File: config.mk
export PLATFORM = sky130hd
export DESIGN_NAME = decode_pipe
export DESIGN_NICKNAME = d
export VERILOG_FILES = /design/src/rtl/gpu_decode_pkg.sv /design/src/rtl/decode_out_buffer.sv /design/src/rtl/decode_pipe.sv
export SDC_FILE = /design/constraint.sdc
export NUM_CORES = 1
export LEC_CHECK = 0
export ABC_AREA = 1
export BUFFER_PORTS_ARGS = -buffer_cell sky130_fd_sc_hd__buf_2
export CORE_ASPECT_RATIO = 2
export CORE_UTILIZATION = 35
export CTS_CLUSTER_DIAMETER = 40
export CTS_CLUSTER_SIZE = 12
export DETAILED_ROUTE_END_ITERATION = 7
export HOLD_SLACK_MARGIN = 0.1
export PLACE_DENSITY_LB_ADDON = 0.25
export SYNTH_ARGS = -nofsm -noshare
export SYNTH_HDL_FRONTEND = slang
export SYNTH_HIERARCHICAL = 1
export SYNTH_SLANG_ARGS = --single-unit
File: constraint.sdc
create_clock -name clk -period 4.05 [get_ports clk]
set_input_delay 0.81 -clock clk [delete_from_list [all_inputs] [get_ports clk]]
set_output_delay 0.81 -clock clk [all_outputs]
set_load 0.03 [all_outputs]
File: src/rtl/gpu_decode_pkg.sv
// Shared types and constants for the draw-instruction decoder.
// Holds default widths, default field offsets within a packed draw word,
// the texture/instruction-kind enums, the buffered record layout and the
// word legality rule.
package gpu_decode_pkg;

  localparam int unsigned DEF_NUM_VERT  = 3;
  localparam int unsigned DEF_COORD_W   = 8;
  localparam int unsigned DEF_COLOR_W   = 24;
  localparam int unsigned DEF_ALPHA_W   = 4;
  localparam int unsigned DEF_ERR_CNT_W = 8;
  localparam int unsigned DEF_COORDS_W  = DEF_NUM_VERT * 2 * DEF_COORD_W;
  localparam int unsigned DEF_WORD_W    = DEF_COORDS_W + DEF_COLOR_W + DEF_ALPHA_W + 6;
  localparam int unsigned DEF_VNUM_W    = $clog2(DEF_NUM_VERT + 1);

  // Field offsets inside a draw word (LSB positions), default widths
  localparam int unsigned DEF_COLOR_LSB = DEF_COORDS_W;
  localparam int unsigned DEF_ALPHA_LSB = DEF_COLOR_LSB + DEF_COLOR_W;
  localparam int unsigned DEF_TEX_LSB   = DEF_ALPHA_LSB + DEF_ALPHA_W;
  localparam int unsigned DEF_LAYER_LSB = DEF_TEX_LSB + 2;
  localparam int unsigned DEF_FILL_BIT  = DEF_LAYER_LSB + 2;
  localparam int unsigned DEF_INST_BIT  = DEF_FILL_BIT + 1;

  typedef enum logic [1:0] {
    TEX_NONE = 2'd0,
    TEX_A    = 2'd1,
    TEX_B    = 2'd2,
    TEX_RSVD = 2'd3
  } tex_code_t;

  typedef enum logic {
    LINE = 1'b0,
    POLY = 1'b1
  } inst_kind_t;

  // Decoded record at default widths
  typedef struct packed {
    inst_kind_t                inst;
    logic                      fill;
    logic [1:0]                layer;
    tex_code_t                 tex;
    logic [DEF_ALPHA_W-1:0]    alpha;
    logic [DEF_COLOR_W-1:0]    color;
    logic [DEF_COORDS_W-1:0]   coords;
    logic [DEF_VNUM_W-1:0]     vnum;
  } decoded_inst_t;

  // Reserved texture, or a textured fill with no texture selected
  function automatic logic word_illegal(input logic fill, input logic [1:0] tex);
    return (tex_code_t'(tex) == TEX_RSVD) || (fill && (tex_code_t'(tex) == TEX_NONE));
  endfunction

endpackage

File: src/rtl/decode_out_buffer.sv
// Two-entry valid/ready record buffer.
// Ports: clk, n_rst (async active-low); flush clears the occupancy;
// wr_en/wr_rec append a record at the tail; ready accepts the head record;
// valid/count report occupancy; head always shows entry 0, which keeps the
// last transferred record once the buffer has drained.
module decode_out_buffer #(
  parameter int unsigned REC_W = 8
) (
  input  logic             clk,
  input  logic             n_rst,
  input  logic             flush,
  input  logic             wr_en,
  input  logic [REC_W-1:0] wr_rec,
  input  logic             ready,
  output logic             valid,
  output logic [1:0]       count,
  output logic [REC_W-1:0] head
);

  logic [REC_W-1:0] ent0_q, ent0_d;
  logic [REC_W-1:0] ent1_q, ent1_d;
  logic [1:0]       cnt_q, cnt_d;
  logic             valid_q;
  logic             xfer;
  logic             wr_ok;

  // Next occupancy and entry contents; entry 0 is always the head
  always_comb begin
    ent0_d = ent0_q;
    ent1_d = ent1_q;
    cnt_d  = cnt_q;
    xfer   = (cnt_q != 2'd0) && ready;
    wr_ok  = wr_en && (cnt_q != 2'd2);
    if (flush) begin
      cnt_d = 2'd0;
    end else begin
      case ({wr_ok, xfer})
        2'b01: begin
          if (cnt_q == 2'd2) ent0_d = ent1_q;
          cnt_d = cnt_q - 2'd1;
        end
        2'b10: begin
          if (cnt_q == 2'd0) ent0_d = wr_rec;
          else               ent1_d = wr_rec;
          cnt_d = cnt_q + 2'd1;
        end
        2'b11: begin
          // Head leaves while a new record arrives: occupancy unchanged
          if (cnt_q == 2'd1) begin
            ent0_d = wr_rec;
          end else begin
            ent0_d = ent1_q;
            ent1_d = wr_rec;
          end
        end
        default: ;
      endcase
    end
  end

  always_ff @(posedge clk or negedge n_rst) begin
    if (!n_rst) begin
      ent0_q  <= '0;
      ent1_q  <= '0;
      cnt_q   <= 2'd0;
      valid_q <= 1'b0;
    end else begin
      ent0_q  <= ent0_d;
      ent1_q  <= ent1_d;
      cnt_q   <= cnt_d;
      valid_q <= (cnt_d != 2'd0);
    end
  end

  assign valid = valid_q;
  assign count = cnt_q;
  assign head  = ent0_q;

endmodule

File: src/rtl/decode_pipe.sv
// Registered draw-instruction decoder between the instruction FIFO and the
// raster/fill engines.
// Ports: clk, n_rst (async active-low); fifo_data/fifo_empty/fifo_read pop
// a FWFT FIFO; flush drops buffered records; out_valid/out_ready hand over
// decoded records (coordinates, color_code, alpha_val, texture_code,
// layer_num, inst_type, fill_type, vertice_num); err pulses for one cycle
// per dropped illegal word and err_count saturates.
module decode_pipe
  import gpu_decode_pkg::*;
#(
  parameter int unsigned NUM_VERT  = DEF_NUM_VERT,
  parameter int unsigned COORD_W   = DEF_COORD_W,
  parameter int unsigned COLOR_W   = DEF_COLOR_W,
  parameter int unsigned ALPHA_W   = DEF_ALPHA_W,
  parameter int unsigned ERR_CNT_W = DEF_ERR_CNT_W,
  localparam int unsigned COORDS_W = NUM_VERT * 2 * COORD_W,
  localparam int unsigned WORD_W   = COORDS_W + COLOR_W + ALPHA_W + 6,
  localparam int unsigned VNUM_W   = $clog2(NUM_VERT + 1)
) (
  input  logic                 clk,
  input  logic                 n_rst,
  input  logic [WORD_W-1:0]    fifo_data,
  input  logic                 fifo_empty,
  output logic                 fifo_read,
  input  logic                 flush,
  output logic                 out_valid,
  input  logic                 out_ready,
  output logic [COORDS_W-1:0]  coordinates,
  output logic [COLOR_W-1:0]   color_code,
  output logic [ALPHA_W-1:0]   alpha_val,
  output logic [1:0]           texture_code,
  output logic [1:0]           layer_num,
  output logic                 inst_type,
  output logic                 fill_type,
  output logic [VNUM_W-1:0]    vertice_num,
  output logic                 err,
  output logic [ERR_CNT_W-1:0] err_count
);

  localparam int unsigned COLOR_LSB = COORDS_W;
  localparam int unsigned ALPHA_LSB = COLOR_LSB + COLOR_W;
  localparam int unsigned TEX_LSB   = ALPHA_LSB + ALPHA_W;
  localparam int unsigned LAYER_LSB = TEX_LSB + 2;
  localparam int unsigned FILL_BIT  = LAYER_LSB + 2;
  localparam int unsigned INST_BIT  = FILL_BIT + 1;
  localparam int unsigned REC_W     = WORD_W + VNUM_W;

  logic [1:0]        count;
  logic              legal_c;
  logic              wr_en;
  logic [VNUM_W-1:0] vnum_c;
  logic [REC_W-1:0]  wr_rec;
  logic [REC_W-1:0]  head;
  logic              drop_c;

  // Pop whenever a word is present, no flush, and a buffer slot is free
  assign fifo_read = !fifo_empty && !flush && (count < 2'd2);

  // Legality screen and vertex count of the FIFO head word
  always_comb begin
    legal_c = !word_illegal(fifo_data[FILL_BIT], fifo_data[TEX_LSB +: 2]);
    vnum_c  = (inst_kind_t'(fifo_data[INST_BIT]) == POLY) ? VNUM_W'(NUM_VERT) : VNUM_W'(2);
  end

  assign wr_en  = fifo_read && legal_c;
  assign drop_c = fifo_read && !legal_c;
  assign wr_rec = {vnum_c, fifo_data};

  decode_out_buffer #(
    .REC_W (REC_W)
  ) u_buf (
    .clk    (clk),
    .n_rst  (n_rst),
    .flush  (flush),
    .wr_en  (wr_en),
    .wr_rec (wr_rec),
    .ready  (out_ready),
    .valid  (out_valid),
    .count  (count),
    .head   (head)
  );

  // Error pulse and saturating drop counter
  always_ff @(posedge clk or negedge n_rst) begin
    if (!n_rst) begin
      err       <= 1'b0;
      err_count <= '0;
    end else begin
      err <= drop_c;
      if (drop_c && (err_count != '1)) err_count <= err_count + ERR_CNT_W'(1);
    end
  end

  assign coordinates  = head[0 +: COORDS_W];
  assign color_code   = head[COLOR_LSB +: COLOR_W];
  assign alpha_val    = head[ALPHA_LSB +: ALPHA_W];
  assign texture_code = head[TEX_LSB +: 2];
  assign layer_num    = head[LAYER_LSB +: 2];
  assign fill_type    = head[FILL_BIT];
  assign inst_type    = head[INST_BIT];
  assign vertice_num  = head[WORD_W +: VNUM_W];

endmodule

; ---- Yosys cells after proc, flatten, opt, wreduce, memory -nomap -nowiden
; Cells that the tools add are included.
[totals]
word_cells = 53
register_bits = 180
inputBits = 87
out_inout_bits = 95
[classes]
n_eq_ne = 12
n_addsub = 3
bitwise = 1
muxes = 10
reduce_logical = 20
magnitude_cmp = 1
[ops]
columns = cell, count
row1 = 84-bit 2-to-1 mux, 5
row2 = 84-bit case mux with 3 select lines, 1
row3 = 84-bit case mux with 2 select lines, 1
row4 = "8-bit by 1-bit adder with 8-bit output, second input constant", 1
row5 = "2-bit == test, second input constant", 4
row6 = 1-bit logical AND, 8
row7 = "8-bit inequality test, second input constant", 1
row8 = 4-bit AND reduction, 2
row9 = "2-bit inequality test, second input constant", 3
row10 = 2-bit nonzero test, 3
row11 = "2-bit by 1-bit == test with 1-bit output, second input constant", 2
row12 = 2-bit zero test, 2
row13 = "2-bit by 1-bit inequality test with 1-bit output, second input constant", 2
row14 = 2-bit case mux with 2 select lines, 1
row15 = 1-bit zero test, 3
row16 = 3-bit nonzero test, 1
row17 = "2-bit by 1-bit adder with 2-bit output, second input constant", 1
row18 = "2-bit less-than comparator, second input constant", 1
row19 = 2-bit 2-to-1 mux, 1
row20 = "2-bit by 1-bit subtractor with 2-bit output, second input constant", 1
row21 = 1-bit logical OR, 1
row22 = 1-bit 2-to-1 mux, 1
row23 = 1-bit inverter, 1

; ---- Longest topological paths before layout
[depth]
word_depth = 10
depth_mapped = 15
mapped_depth_nobuf = 13

; ---- Cells and area by module
; The synthesis kept the hierarchy.
[by_module_without_submodules]
columns = mod, instances, cells_per_inst, area_each_um2, seq_area_each_um2
row1 = decode_out_buffer, 1, 1042, 7943.9, 4279.1
row2 = decode_pipe, 1, 80, 559.3, 225.2

; ---- Least setup slack after synthesis
; No wires, ideal clock.
[synth_path]
kind = input-to-reg
start = input port fifo_empty
end = register u_buf.ent1_q[23]
setup_ns = 0.116
slack_ns = 1.488
required_ns = 3.934
t_arrival_ns = 2.445
stages = 12
n_path_buf = 2
path_cell_list = nor3_4 -> inv_1 -> nor2_1 -> nand2_1 -> inv_1 -> ha_1 -> o21a_1 -> nand2_1 -> buf_4 -> buf_2 -> nand2_1 -> nand2_1
[synth_between]
elab_chain_len = 8
word_cells_on_any_way = 12
classes_between = 4 x eq/ne / 1 x mux / 7 x reduce/logical
[synth_lines]
columns = element, line_no
row1 = "start, declared", decode_pipe.sv:23  ; input logic fifo_empty,
row2 = 1-bit zero test (*), decode_pipe.sv:57  ; assign fifo_read = !fifo_empty && !flush && (count < 2'd2);
row3 = 1-bit logical AND (*) (2 in a row), decode_pipe.sv:57
row4 = 1-bit logical AND (*), decode_pipe.sv:65  ; assign wr_en = fifo_read && legal_c;
row5 = via wr_en, decode_pipe.sv:50  ; logic wr_en;
row6 = 1-bit logical AND (*), decode_out_buffer.sv:33  ; wr_ok = wr_en && (cnt_q != 2'd2);
row7 = 2-bit == test, decode_out_buffer.sv:37  ; case ({wr_ok, xfer})
row8 = 2-bit inequality test (no line) / 2-bit nonzero test (equally long branches), -
row9 = 4-bit AND reduction (no line), -
row10 = "end signal, assigned", decode_out_buffer.sv:69  ; ent1_q <= ent1_d;
row11 = "end, declared", decode_out_buffer.sv:21  ; logic [REC_W-1:0] ent1_q, ent1_d;
; Mark *: on every way through the listed nets, which the timed path passes. The rest lies on a longest branch.
; A chain may end at the register's enable or synchronous reset.

; ---- Worst setup path after layout
[layout_path]
start = input port flush
end = register u_buf.ent1_q[51]
[layout_between]
elab_chain_len = 8
word_cells_on_any_way = 13
classes_between = 4 x eq/ne / 1 x mux / 1 x bitwise / 7 x reduce/logical
[layout_lines]
columns = element, line_no
row1 = "start, declared", decode_pipe.sv:25  ; input logic flush,
row2 = 1-bit zero test (*), decode_pipe.sv:57
row3 = 1-bit logical AND (*) (2 in a row), decode_pipe.sv:57
row4 = 1-bit logical AND (*), decode_pipe.sv:65
row5 = via wr_en, decode_pipe.sv:50
row6 = 1-bit logical AND (*), decode_out_buffer.sv:33
row7 = 2-bit == test, decode_out_buffer.sv:37
row8 = 2-bit inequality test (no line) / 2-bit nonzero test (equally long branches), -
row9 = 4-bit AND reduction (no line), -
; Marks and branches as above.

==> results by group <==
Run status
  • Run status: finished, violations left
  • Failing checks: design-rule violations

Run
  • Max cap viols: 0

Setup path
  • CP Max Fanout: 84
  • Worst Setup Start Kind: input pin
  • CP Capture Type: flip-flop
  • Crit path kind: input pin to flip-flop
  • CP max stage delay: 0.73 ns
  • WP data arrival: 3.17 ns
  • Cell chain of the critical path: buf_2, nor3_4, inv_1, nor2_1, nand2_1, inv_1, ha_1, o21a_4, buf_4, nand3_1, nand2_1
  • Slowest cell on crit path: buf_4
  • R2R Setup Slk: 1.27 ns
  • CP Data Required Time: 4.42 ns
  • Worst Reg-to-Reg Cells: 11
  • Reg2reg start: u_buf/count[0]$_DFF_PN0_
  • Reg2reg end: u_buf/ent1_q[51]$_DFFE_PN0P_

STA
  • Endpoints failing setup: 0
  • Fin Setup TNS: 0 ns
  • Max-slew headroom: 0.287
  • Endpoints failing hold: 0
  • Final worst setup slack: 1.25 ns
  • Post-layout minimum cycle time: 2.80 ns
  • Slew @ Worst Pin: 1.07 ns
  • Worst Hold Slack: 0.471 ns
  • Part of the cycle the worst path needs: 0.692
  • RSZ-0062 raised after global routing: no
  • Worst Skew: 0.00716 ns
  • Max Slew Vio Count: 0
  • Fmax: 357 MHz

Synth
  • Synthesized area: 8500 um2
  • Synth cell types: 24
  • YS warnings: 6
  • Syn_area_per_cell: 7.58 um2
  • Post-synth top area share: 0.530
  • Yosys reg bits: 180
  • Seq/Total Area, Yosys: 0.530
  • Post-Syn Instances: 1122
  • Synth top area cells: dfrtp_1 53%, nand2_1 28%, nand3_1 10%
  • Cell taking the most area after synthesis: dfrtp_1

Placed design
  • Post-DP Area: 9570 um2
  • HPWL after DPL: 14300 um
  • Routability congestion estimate: 0.772
  • Worst setup slack after placement: 0.801 ns
  • I/O Buffers: 181

Finish
  • Most frequent cells in the layout: 638 x nand2_1, 180 x dfrtp_1, 180 x buf_2
  • Layout fillers: 2496
  • Final instance area: 10100 um2
  • Share of cells above drive strength 1: 0.187
  • Area grow syn2layout: 19.1%
  • Storage cell area: 4500 um2
  • Multi-input gate area: 3600 um2
  • Commonest non-fill, non-tap cell in the layout: nand2_1
  • NumNets Final: 1355

Min path
  • Hold Path Stages: 2
  • Hold path endpoint: u_buf/ent1_q[23]$_DFFE_PN0P_
  • Hold Path Class: flip-flop to flip-flop
  • Min-delay src: u_buf/ent1_q[23]$_DFFE_PN0P_

Clock network
  • Cts repair resizes: 0
  • Postcts setup bufs: 0
  • CTS tree: yes
  • Longest Clk Path Bufs: 2
  • CTS Hold Buffers Added: 0
  • CTS Buf Count: 17
  • H-tree lvl count: 4
  • Clk sinks: 180
  • Skew-Pair Late Insertion Delay: 0.43 ns
  • Reg clk slew, reported paths: 0.07 ns
  • Clk root buf: clkbuf_16

Floorplan
  • Site Rows: 80
  • Die area: 25000 um2
  • Chip Height: 222 um
  • Die W: 112 um
  • Core area: 23800 um2
  • Initial core utilization: 0.357
  • Boundary pin count: 182

Routing
  • DR WL/cell: 14.8 um
  • TritonRoute pass-1 iters: 7
  • Via count: 7449
  • Drt drc: 15
  • Routed Antenna Nets: 0
  • Vias/cell: 4.76
  • Iter 0 DRT Violations: 390
  • Detailed Route WL: 23200 um

Power
  • Leak pwr: 0.00589 uW
  • Pwr Density: 748 nW/um2
  • Max VDD drop: 0.000355 V

Global routing
  • Initial antenna violation count: 4
  • Remaining global-route overflow: 0
  • GRT Overall Usage: 0.198
  • First-pass GRT wire length: 38500 um
  • Largest net degree at the start of global routing: 132
  • Vias in the first global route: 7608
sequential cells by signal, summed over array words and instances (netlist names):
signal and count:
err 1, u_buf/head 84, err_count 8, u_buf/ent1_q 84, u_buf/count 2, u_buf/valid 1
how the worst max path moves through the flow:
stage                             start  depth (start not counted)  slack, ns                           end
3_5_place_dp                      flush                         13       0.80    u_buf/head[79]$_DFFE_PN0P_
6_report                          flush                         11       1.25  u_buf/ent1_q[51]$_DFFE_PN0P_
3_3_place_gp                      flush                         13       0.81    u_buf/head[79]$_DFFE_PN0P_
4_1_cts        u_buf/count[1]$_DFF_PN0_                         12       1.23    u_buf/head[79]$_DFFE_PN0P_
5_1_grt                           flush                         11       0.93  u_buf/ent1_q[14]$_DFFE_PN0P_
2_1_floorplan                fifo_empty                         12       1.49  u_buf/ent1_q[23]$_DFFE_PN0P_
power breakdown:
part	total [uW]	internal, uW	leakage, uW	switching [uW]
Sequential	3090	2640	0.00229	453
Combinational	2930	919	0.00335	2010
Clock	1550	809	0.000253	743
synthesized netlist by cell type, drive strengths merged:
| cell type | n |
|---|---|
| a21oi | 3 |
| buf | 64 |
| clkbuf | 8 |
| conb | 1 |
| dfrtp | 180 |
| ha | 7 |
| inv | 22 |
| nand2 | 644 |
| nand3 | 174 |
| nor2 | 10 |
| nor3 | 1 |
| o211ai | 1 |
| o21a | 1 |
| o21ai | 3 |
| xnor2 | 2 |
| xor2 | 1 |
worst max-delay path: cells and delay by family:
family | cells | cell delay, ns
AOI/OAI and AO/OA | 1 | 0.19
adders and majority gates | 1 | 0.36
buffers and inverters | 4 | 1.02
and+or+nand+nor | 5 | 0.77
layer usage:
| metal | track usage | vias to the layer above | routed length [um] |
|---|---|---|---|
| met2 | 0.369 | 200 | 12500 |
| met3 | 0.0376 | 26 | 1080 |
| met4 | 0.0787 | 2 | 544 |
| li1 | - | 3770 | - |
| met1 | 0.217 | 3451 | 9030 |
| met5 | 0 | - | 11 |
kinds of logic (layout without fill, tap and decap cells):
group                    count (synthesis)  count (layout)  synth area share
AND/OR/NAND/NOR                        829             829             0.396
flip-flops                             180             180             0.530
buffers and inverters                   94             245            0.0550
AO/OA/AOI/OAI                            8               8           0.00574
adder cells (fa/ha/maj)                  7               7            0.0103
XOR/XNOR                                 3               3           0.00309
other                                    1               5          0.000441
final cells by class:
type	count	area share
Antenna cell	3	0.000741
Clock buffer	19	0.0437
Clock inverter	13	0.0103
Inverter	22	0.00816
Multi-Input combinational cell	849	0.355
Sequential cell	180	0.445
Tap cell	287	0.0355
Timing Repair Buffer	191	0.101
through the flow:
stage,power (uW),std cells,util
floorplan,5190,1123,-
global placement,6030,1529,0.402
detailed placement,6090,1529,0.402
CTS,7680,1561,0.425
global route,8170,1564,0.425
finish,7570,1564,0.425
Note: power is estimated with default switching activity, not from simulation.
